<file path="src/rtl/module_count_display.sv">
// Two-digit 7-segment driver: sequential double-dabble conversion of a 6-bit count,
// then time-multiplexed common-anode display. Optional macro: LEADING_ZERO_BLANK_EN.
module module_count_display #(
  parameter int REFRESH_DIV = 50000
) (
  input  logic       clk,
  input  logic       rst,
  input  logic [5:0] count_i,
  output logic [7:0] bcd_o,
  output logic       busy_o,
  output logic [1:0] an_o,
  output logic [6:0] seg_o
);

  localparam int CW = (REFRESH_DIV > 2) ? $clog2(REFRESH_DIV) : 1;

  typedef enum logic [1:0] {IDLE, SHIFT, LOAD} state_t;

  state_t     state, state_nx;
  logic [5:0] last_q, last_nx;
  logic [5:0] bin_q, bin_nx;
  logic [7:0] scr_q, scr_nx;
  logic [7:0] bcd_q, bcd_nx;
  logic [2:0] cnt_q, cnt_nx;
  logic [7:0] adj;

  // busy_o is high from the capture edge until the edge that loads bcd_o;
  // bcd_o holds the previous result for the whole conversion.
  always_ff @(posedge clk or posedge rst) begin
    if (rst) begin
      state  <= IDLE;
      last_q <= '0;
      bin_q  <= '0;
      scr_q  <= '0;
      bcd_q  <= '0;
      cnt_q  <= '0;
    end else begin
      state  <= state_nx;
      last_q <= last_nx;
      bin_q  <= bin_nx;
      scr_q  <= scr_nx;
      bcd_q  <= bcd_nx;
      cnt_q  <= cnt_nx;
    end
  end

  always_comb begin
    state_nx = state;
    last_nx  = last_q;
    bin_nx   = bin_q;
    scr_nx   = scr_q;
    bcd_nx   = bcd_q;
    cnt_nx   = cnt_q;
    adj      = scr_q;
    if (scr_q[3:0] >= 4'd5) adj[3:0] = scr_q[3:0] + 4'd3;
    if (scr_q[7:4] >= 4'd5) adj[7:4] = scr_q[7:4] + 4'd3;
    case (state)
      IDLE: begin
        if (count_i != last_q) begin
          last_nx  = count_i;
          bin_nx   = count_i;
          scr_nx   = '0;
          cnt_nx   = '0;
          state_nx = SHIFT;
        end
      end
      SHIFT: begin
        {scr_nx, bin_nx} = {adj[6:0], bin_q, 1'b0};
        cnt_nx = cnt_q + 3'd1;
        if (cnt_q == 3'd5) state_nx = LOAD;
      end
      LOAD: begin
        bcd_nx   = scr_q;
        state_nx = IDLE;
      end
      default: state_nx = IDLE;
    endcase
  end

  assign bcd_o  = bcd_q;
  assign busy_o = (state != IDLE);

  function automatic logic [6:0] decode(input logic [3:0] d);
    case (d)
      4'd0:    decode = 7'b1000000;
      4'd1:    decode = 7'b1111001;
      4'd2:    decode = 7'b0100100;
      4'd3:    decode = 7'b0110000;
      4'd4:    decode = 7'b0011001;
      4'd5:    decode = 7'b0010010;
      4'd6:    decode = 7'b0000010;
      4'd7:    decode = 7'b1111000;
      4'd8:    decode = 7'b0000000;
      4'd9:    decode = 7'b0010000;
      default: decode = 7'b1111111;
    endcase
  endfunction

  logic [CW-1:0] ref_q;
  logic          sel_q;
  logic          sel_nx;
  logic          wrap;
  logic [3:0]    digit;
  logic [6:0]    seg_q, seg_nx;

  // Segments are computed for the digit that will be active after this edge,
  // so anode and segments switch together.
  always_comb begin
    wrap   = (ref_q == CW'(REFRESH_DIV - 1));
    sel_nx = sel_q ^ wrap;
    digit  = sel_nx ? bcd_q[7:4] : bcd_q[3:0];
    seg_nx = decode(digit);
`ifdef LEADING_ZERO_BLANK_EN
    if (sel_nx && (bcd_q[7:4] == 4'd0)) seg_nx = 7'b1111111;
`endif
  end

  always_ff @(posedge clk or posedge rst) begin
    if (rst) begin
      ref_q <= '0;
      sel_q <= 1'b0;
      seg_q <= 7'b1000000;
    end else begin
      ref_q <= wrap ? '0 : ref_q + CW'(1);
      sel_q <= sel_nx;
      seg_q <= seg_nx;
    end
  end

  assign an_o  = sel_q ? 2'b01 : 2'b10;
  assign seg_o = seg_q;

endmodule

</file>
<file path="config.mk">
export PLATFORM = sky130hd
export DESIGN_NAME = module_count_display
export DESIGN_NICKNAME = d
export VERILOG_FILES = /design/src/rtl/module_count_display.sv
export SDC_FILE = /design/constraint.sdc
export NUM_CORES = 1
export LEC_CHECK = 0
export CAP_MARGIN = 20
export CORE_ASPECT_RATIO = 0.6
export CORE_MARGIN = 1.5
export CORE_UTILIZATION = 50
export CTS_CLUSTER_SIZE = 8
export DETAILED_ROUTE_END_ITERATION = 8
export PLACE_DENSITY = 0.71
export SYNTH_ARGS = -nofsm -noshare
export SYNTH_HDL_FRONTEND = slang
export SYNTH_SLANG_ARGS = --single-unit
</file>
<file path="constraint.sdc">
create_clock -name clk -period 3.1 [get_ports clk]
set_input_delay 0.31 -clock clk [delete_from_list [all_inputs] [get_ports clk]]
set_output_delay 0.31 -clock clk [all_outputs]
set_load 0.005 [all_outputs]
</file>
* After elaboration in Yosys (flattened, before gate mapping) *
Memory sizes are Yosys's and may differ from the RTL's. A register that Yosys moved wholly into a read port is not among the register bits.
Cells that the tools add are included.

storage, ports and cells
  bits in writable memories = 0
  logic and storage cells = 43
  bits of input ports = 8
  bits in registers = 50
  ROM bits = 112
  output and inout bits = 18
  bits in latches = 0
  memories kept = 1

memory list
  memory           words  bits a word  rd ports  clocked after memory_dff  wr ports  RTL line  source
  (no name shown)  16     7            1         1                         0         84        case (d)

cells by class
  muxes and demuxes = 14
  $add $sub $neg = 4
  shifts and indexed selects = 0
  eq/ne operators = 7
  reduce and logical (&&, ||, !) cells = 6
  $mul = 0
  order comparisons = 2
  divide/modulo/power cells = 0
  bitwise logic cells = 1

operators by type and width
  cell                                                               count
  adder 16 x 1 -> 16 bit, second input constant                      1
  equality test 16 bit, second input constant                        1
  two-way mux 16 bit                                                 1
  one-hot mux 8 bit (2 select lines)                                 1
  one-hot mux 6 bit (2 select lines)                                 1
  greater-or-equal comparator 4 x 3 -> 1 bit, second input constant  2
  two-way mux 4 bit                                                  2
  two-way mux 8 bit                                                  1
  two-way mux 2 bit                                                  3
  two-way mux 3 bit                                                  2
  two-way mux 6 bit                                                  1
  inequality test 6 bit                                              1
  one-hot mux 3 bit (2 select lines)                                 1
  AND reduction 2 bit                                                3
  adder 4 x 2 -> 4 bit, second input constant                        1
  inequality test 2 bit, second input constant                       2
  one-hot mux 2 bit (2 select lines)                                 1
  nonzero test 2 bit                                                 2
  adder 3 x 1 -> 3 bit, second input constant                        1
  adder 3 x 2 -> 3 bit, second input constant                        1
  equality test 3 bit, second input constant                         1
  equality test 2 x 1 -> 1 bit, second input constant                1
  equality test 2 bit, second input constant                         1
  logical NOT 2 bit                                                  1
  bitwise XOR 1 bit                                                  1

* Longest topological paths before layout *
Gate-level depths: netlist of run 1.

  word-level depth = 3
  depth in mapped cells = 12
  gate-level depth less buffers = 10

* Least setup slack after synthesis of run 1 *
OpenSTA, ideal clock, no wires.

  path kind = reg2reg
  start point = register ref_q[0]
  end point = register seg_q[3], in the netlist seg_o[3]
  cell stages (with the launch flop) = 12
  data required time = 2962 ps
  setup time = 138 ps
  setup slack = 411 ps
  data arrival time = 2551 ps
  cell sequence = dfrtp_1 > ha_1 > and3_1 > buf_2 > and4_1 > buf_6 > xnor2_4 > mux2_4 > ha_1 > nand2b_1 > a221oi_1 > mux2i_1

on the way
  cells in the longest elaborated chain, start to end = 3

ends and longest elaborated chain
  item                      RTL line  source
  start: declaration        99        logic [CW-1:0] ref_q;
  start signal: assignment  124       ref_q <= wrap ? '0 : ref_q + CW'(1);
  equality test 16 bit      109       wrap = (ref_q == CW'(REFRESH_DIV - 1));
  bitwise XOR 1 bit         110       sel_nx = sel_q ^ wrap;
  two-way mux 4 bit         111       digit = sel_nx ? bcd_q[7:4] : bcd_q[3:0];
  end: declaration          104       logic [6:0] seg_q, seg_nx;

Every way passes these cells.
A chain may end at the register's enable or synchronous reset.

* Worst setup path in the final report of run 1 *
Ends and elaborated chain as after synthesis.

==> results of run 1 <==
layout by cell type, fill, tap and decap left out, drive strengths merged, types with 13 or more instances in the layout:
cell | synthesis | routed
nor2 | 19 | 19
nand2 | 19 | 19
xnor2 | 18 | 18
inv | 14 | 14
dfrtp | 56 | 56
mux2 | 13 | 13
clkbuf | 10 | 14
o21ai | 15 | 15
clkdlybuf4s50 | 0 | 25
synthesized netlist by cell type, drive strengths merged, types with 6 or more instances:
cell	instances	area [um2]
mux2	13	150
a22o	7	61.3
nand3	9	45.0
inv	14	52.6
ha	8	100
xnor2	18	176
xor2	9	78.8
nand4	9	56.3
nand2	19	71.3
clkbuf	10	37.5
dfrtp	56	1400
mux2i	9	90.1
o21ai	15	75.1
nor2	19	73.8
buf	6	51.3
area by class of cell:
type | instances | share of cell area (%)
well taps | 80 | 2.88
multi-input cells | 191 | 40.0
clock inverters | 2 | 1.01
inverters | 15 | 1.62
clock buffers | 14 | 4.97
flip-flops and latches | 57 | 41.1
repair buffers | 29 | 8.43
power breakdown:
group	switching [W]	internal (W)	total, W
Sequential	0.000281	0.000983	0.00126
Clock	0.000288	0.000436	0.000724
Combinational	0.000500	0.000607	0.00111
Total	0.00107	0.00203	0.00310
worst max path at each step:
stage | depth (start not counted) | end | slack (ps) | startpoint
after global placement | 10 | seg_o[3]$_DFF_PP0_ | 630 | ref_q[0]$_DFF_PP0_
after detailed placement | 10 | seg_o[3]$_DFF_PP0_ | 530 | ref_q[0]$_DFF_PP0_
after floorplan | 11 | seg_o[3]$_DFF_PP0_ | 410 | ref_q[0]$_DFF_PP0_
final | 10 | seg_o[3]$_DFF_PP0_ | 500 | ref_q[0]$_DFF_PP0_
after CTS | 10 | seg_o[3]$_DFF_PP0_ | 520 | ref_q[0]$_DFF_PP0_
after global routing | 10 | seg_o[3]$_DFF_PP0_ | 270 | ref_q[0]$_DFF_PP0_
critical path, stage by stage (launching register included):
cell	delay, ps
dfrtp_1	390
ha_1	210
and3_1	270
and4_1	330
xnor2_4	150
buf_4	220
mux2i_1	100
ha_1	340
nand2b_1	70
a221oi_1	270
mux2i_1	120
registers in the layout (all words and copies together) (netlist names):
signal and flops:
bcd_o 8, sel_q 1, seg_o 7, last_q 6
cnt_q 3, scr_q 8, bin_q 6, ref_q 16
state 2
routing by layer:
| metal | vias up | part of all wire [%] | global-route usage [%] |
|---|---|---|---|
| li1 | 1036 | - | - |
| met1 | 1007 | 54 | 29.2 |
| met2 | 35 | 41 | 25.5 |
| met3 | 7 | 4.1 | 8.72 |
| met4 | 0 | 0.89 | 5.14 |
| met5 | - | 0 | 0 |
per-stage QoR:
stage                     total power, W  util [%]  cells  setup WS (ps)  instance area [um2]
after floorplan                  0.00201         -    279            411                 2960
after global placement           0.00234      57.8    372            626                 3260
after detailed placement         0.00238      57.8    372            527                 3260
after CTS                        0.00311      61.5    388            517                 3470
after global routing             0.00336      61.5    388            274                 3470
final                            0.00310      61.5    388            498                 3470
kinds of logic after synthesis:
kind of cell | Yosys count
mux | 22
fa+ha+maj | 8
flops | 57
xor+xnor | 27
compound gates | 52
buf+inv | 31
simple gates | 82
==> reports/results.env, run 1 <==
RUN_STATUS='finished, final reports clean'
CTS_RESIZED=0
TRITONCTS_CLOCK_TREE='built'
CTS_INSERTED_BUFFERS=9
MAXSLEWHEADROOM_PCT=53.0
ROW_COUNT=21
FINALWORSTPATHREQUIREDPERIOD_PS=2600
DETAIL_ROUTE.FIRST_PASS.ITERATIONS=4
CLOCK-ROOT-BUFFER='clkbuf_8'
WORST_SETUP_HOLD_PATH_CLK_SLEW_PS=60
DRT-WIRELENGTH-PER-CELL_UM=13.9
DRT_ITER0_MARKERS=122
FINALSETUPVIOLATIONS=0
POWER_LEAKAGE_nW=1.57
CHIPWIDTH_UM=102
WORSTSETUPENDPOINTTYPE='register'
SYNTHTOLAYOUTAREAGROWTH_PCT=17.3
YOSYSUNIQUECELLTYPES=44
CLOCKBUFFERDEPTH=2
SYNTH.YOSYS.WARNINGS=0
SYNTH-SIMPLE-AREA-SHARE_PCT=14.8
SYNTHESIS.INSTANCES=279
CLOCK_TREE.HTREE_LEVEL_COUNT=3
LARGEST_NET_DEGREE_AT_THE_START_OF_GLOBAL_ROUTING=34
SYNTH-ADDER-AREA-SHARE_PCT=3.38
CRIT_PATH_START_KIND='register'
CLKSINKCOUNT=57
SYNTH_SEQUENTIAL_AREA_RATIO_PCT=48.2
CP.REQUIRED_PS=3310
FILL_CELLS=482
TIMING.CRITICAL_PATH.FANOUT_MAX=9
VIAS_PER_CELL=5.37
POST_ROUTE_CELLS_DRIVE_ABOVE_1_SHARE_PCT=12.7
GRT_FIRST_PASS_WIRELENGTH_UM=9500
NETLIST_AREA_UM2=2960
PLACE.GP.CONGESTION=0.797
SYNTHESIS.NETS=295
NUMPORTBUFFERS=25
GRT_OVERALL_USAGE_PCT=19.6
DRV_CAP=0
TIMING.FINAL.HOLD_VIOLATIONS=0
POSTCTSHOLDBUFS=0
TIMING.HOLD.WS_PS=403
WORST-SLEW-PIN-TRANSITION_PS=703
SLEW_VIOLATIONS=0
CRITICALPATHCATEGORY='register to register'
RSZ0062_AT_GRT='no'
DIE_Y_UM=62.6
PIN_COUNT=26
GRT_PASS1_VIAS=1964
CORE_UM2=5650
CLOCK_SKEW_PS=5.24
SYNTH_XOR_AREA_SHARE_PCT=8.62
CLOCK_INSERTION_DELAY_WORST_SKEW_PS=340
RR_STARTPOINT='ref_q[0]$_DFF_PP0_'
R2R_CELL_COUNT=10
SEQ_AREA_UM2=1430
REGTOREGSETUPSLACK_PS=500
WORST_EP_ARRIVAL_TIME_PS=2810
START_UTIL_PCT=52.4
POWERDENSITY_nW_PER_UM2=891
POSTSYNTHAREAPERCELL_UM2=10.6
TOTALWIRELENGTH_UM=5410
TOTALNEGATIVESETUPSLACK_PS=0
ANTENNA_VIOLATIONS_BEFORE_REPAIR=0
FMAX_MHz=384
SYNTH-EDFF-COUNT=0
TOTAL_NUMBER_OF_VIAS=2085
ANTENNA_LEFT=0
FINAL_NET_COUNT=319
COMBINATIONAL_FAMILY_WITH_THE_MOST_AREA_AFTER_SYNTHESIS='simple AND/OR/NAND/NOR gates'
MULTI_INPUT_AREA_UM2=1390
GR-TOTAL-OVERFLOW=0
SYNTH-COMPOUND-AREA-SHARE_PCT=12.0
WORSTHOLDPATHTYPE='input pin to async pin'
MUX_CELL_AREA_SHARE_AFTER_SYNTHESIS_PCT=8.11
ANTENNADIODECOUNT=0
SYNTH-ASYNC-RESET-RATIO_PCT=100
REGTOREGENDPOINT='seg_o[3]$_DFF_PP0_'
CTS_SETUP_BUFFERS=0
SYNTHFLOPTYPE='dfrtp_1'
DIE_AREA_UM2=6410
REMAINING_ROUTING_DRC_VIOLATIONS=0
YS_FF_LATCH=57
IRDROPWORSTVDD_mV=0.501
MIN_PERIOD_OVER_PERIOD_PCT=83.9
PLACE.DETAILED.HPWL_UM=3770
No activity file was read; power rests on OpenSTA's default activity.
==> run 2, diff against run 1 <==
Clock period 3.1 ns to 2.73 ns, I/O delays scaled along.
==> reports/results.env, run 2 (same netlist as run 1, synthesis figures left out) <==
RUN_STATUS='finished, final reports clean'
SYNTHTOLAYOUTAREAGROWTH_PCT=17.9
TOTAL_NUMBER_OF_VIAS=2132
PIN_COUNT=26
ANTENNA_VIOLATIONS_BEFORE_REPAIR=0
ROW_COUNT=21
IRDROPWORSTVDD_mV=0.491
FMAX_MHz=395
WORSTSETUPENDPOINTTYPE='register'
POST_ROUTE_CELLS_DRIVE_ABOVE_1_SHARE_PCT=13.9
FINAL_NET_COUNT=321
TOTALWIRELENGTH_UM=5490
DP.CELLS=374
CRITICALPATHCATEGORY='register to register'
CTS_INSERTED_BUFFERS=9
TRITONCTS_CLOCK_TREE='built'
POWER_LEAKAGE_nW=1.58
CLKSINKCOUNT=57
ANTENNADIODECOUNT=0
PLACE.DETAILED.HPWL_UM=3820
R2R_CELL_COUNT=10
LAYOUT_COMMONEST_CELL='dfrtp_1'
CLOCK-ROOT-BUFFER='clkbuf_8'
ANTENNA_LEFT=0
WORST-SLEW-PIN-TRANSITION_PS=601
CP.REQUIRED_PS=2930
CRIT_PATH_START_KIND='register'
FINAL_CELL_MIX='56 x dfrtp_1, 25 x clkdlybuf4s50_1, 19 x nand2_1'
WORSTHOLDPATHTYPE='input pin to async pin'
TIMING.FINAL.HOLD_VIOLATIONS=0
TOTAL_POWER_W=0.00351
DIE_AREA_UM2=6410
TIMING.CRITICAL_PATH.FANOUT_MAX=9
REGISTERS.TOP_BY_FF_COUNT='ref_q'
CLOCK_INSERTION_DELAY_WORST_SKEW_PS=330
CLOCK_SKEW_PS=4.42
GRT_PASS1_VIAS=1970
CTS_SETUP_BUFFERS=0
FINALSETUPVIOLATIONS=0
MIN_PERIOD_OVER_PERIOD_PCT=92.7
TOTALNEGATIVESETUPSLACK_PS=0
SLEW_VIOLATIONS=0
NUMBER_OF_FLIP_FLOPS_UNDER_THE_LARGEST_REGISTER_NAME=16
RSZ0062_AT_GRT='no'
TIMING.HOLD.WS_PS=343
CLOCKBUFFERDEPTH=2
DETAIL_ROUTE.FIRST_PASS.ITERATIONS=4
GR-TOTAL-OVERFLOW=0
FINALWORSTPATHREQUIREDPERIOD_PS=2530
REGTOREGENDPOINT='seg_o[3]$_DFF_PP0_'
PLACED_CELL_AREA_UM2=3280
DIE_Y_UM=62.6
PLACE.GP.CONGESTION=0.811
NUMPORTBUFFERS=25
DRT_ITER0_MARKERS=61
VIAS_PER_CELL=5.47
FINALNONFILLERCELLS=390
LARGEST_NET_DEGREE_AT_THE_START_OF_GLOBAL_ROUTING=30
FINISH.INSTANCE_AREA_UM2=3490
REGTOREGSETUPSLACK_PS=200
WORST_EP_ARRIVAL_TIME_PS=2730
POWERDENSITY_nW_PER_UM2=1000
START_UTIL_PCT=52.4
GRT_OVERALL_USAGE_PCT=19.0
MAXSLEWHEADROOM_PCT=59.9
CLOCK_TREE.HTREE_LEVEL_COUNT=3
CHIPWIDTH_UM=102
DRT-WIRELENGTH-PER-CELL_UM=14.1
REMAINING_ROUTING_DRC_VIOLATIONS=0
DRV_CAP=0
CORE_UM2=5650
WORST_SETUP_HOLD_PATH_CLK_SLEW_PS=60
GRT_FIRST_PASS_WIRELENGTH_UM=9320
RR_STARTPOINT='ref_q[0]$_DFF_PP0_'
[run 2: changes by cell type in the layout (fill, tap and decap cells not counted)]
| cell | previous run | this run |
|---|---|---|
| and4_1 | 4 | 3 |
| buf_4 | 3 | 5 |
| and3_1 | 2 | 1 |
| and3_2 | 0 | 1 |
| and4_4 | 0 | 1 |
[run 2: layer usage]
layer	part of all wire, %	vias up	GRT usage (%)	wire length [um]
li1	-	1044	-	-
met5	0	-	0	0
met4	0.96	0	7.88	53
met2	43	64	26.0	2360
met3	5.4	7	6.94	294
met1	51	1017	27.2	2780
[run 2: worst max-delay path by stage]
stage                     cells past startpoint                from  slack [ps]                  to
after floorplan                              11  ref_q[0]$_DFF_PP0_          40  seg_o[3]$_DFF_PP0_
after global placement                       10  ref_q[0]$_DFF_PP0_         270  seg_o[3]$_DFF_PP0_
after detailed placement                     10  ref_q[0]$_DFF_PP0_         130  seg_o[3]$_DFF_PP0_
after CTS                                    10  ref_q[0]$_DFF_PP0_         110  seg_o[3]$_DFF_PP0_
after global routing                         10  ref_q[0]$_DFF_PP0_          30  seg_o[3]$_DFF_PP0_
final                                        10  ref_q[0]$_DFF_PP0_         200  seg_o[3]$_DFF_PP0_
[run 2: per-stage QoR]
step,setup WS (ps),util [%]
3_5_place_dp,128,58.1
5_1_grt,34.9,61.8
4_1_cts,110,61.7
2_1_floorplan,41.3,-
6_report,198,61.8
3_3_place_gp,266,58.1
[run 2: power by group]
part | internal [W] | leakage, nW | switching [W]
Clock | 0.000495 | 0.107 | 0.000315
Combinational | 0.000702 | 0.761 | 0.000569
Sequential | 0.00112 | 0.713 | 0.000309
[run 2: timing repair]
| item | 4_1_cts | 5_1_grt |
|---|---|---|
| hold buffers | 0 | 0 |
| resized for setup | 0 | 3 |
| setup endpoints to repair | 0 | 1 |
| hold endpoints to repair | 0 | 0 |
[run 2: layout make-up]
type,instances,area (um2)
Clock inverter,2,35.0
Sequential cell,57,1430
Inverter,15,56.3
Clock buffer,14,173
Fill cell,464,2160
Multi-Input combinational cell,191,1390
Tap cell,80,100
Timing Repair Buffer,31,308
[run 2: worst max-delay path, stage by stage, from the launching register on]
cell and delay [ps]:
dfrtp_1 400, ha_1 210, and3_2 250, and4_4 270, xnor2_4 130, buf_4 220, mux2i_1 100, ha_1 360
nand2b_1 80, a221oi_1 270, mux2i_1 110
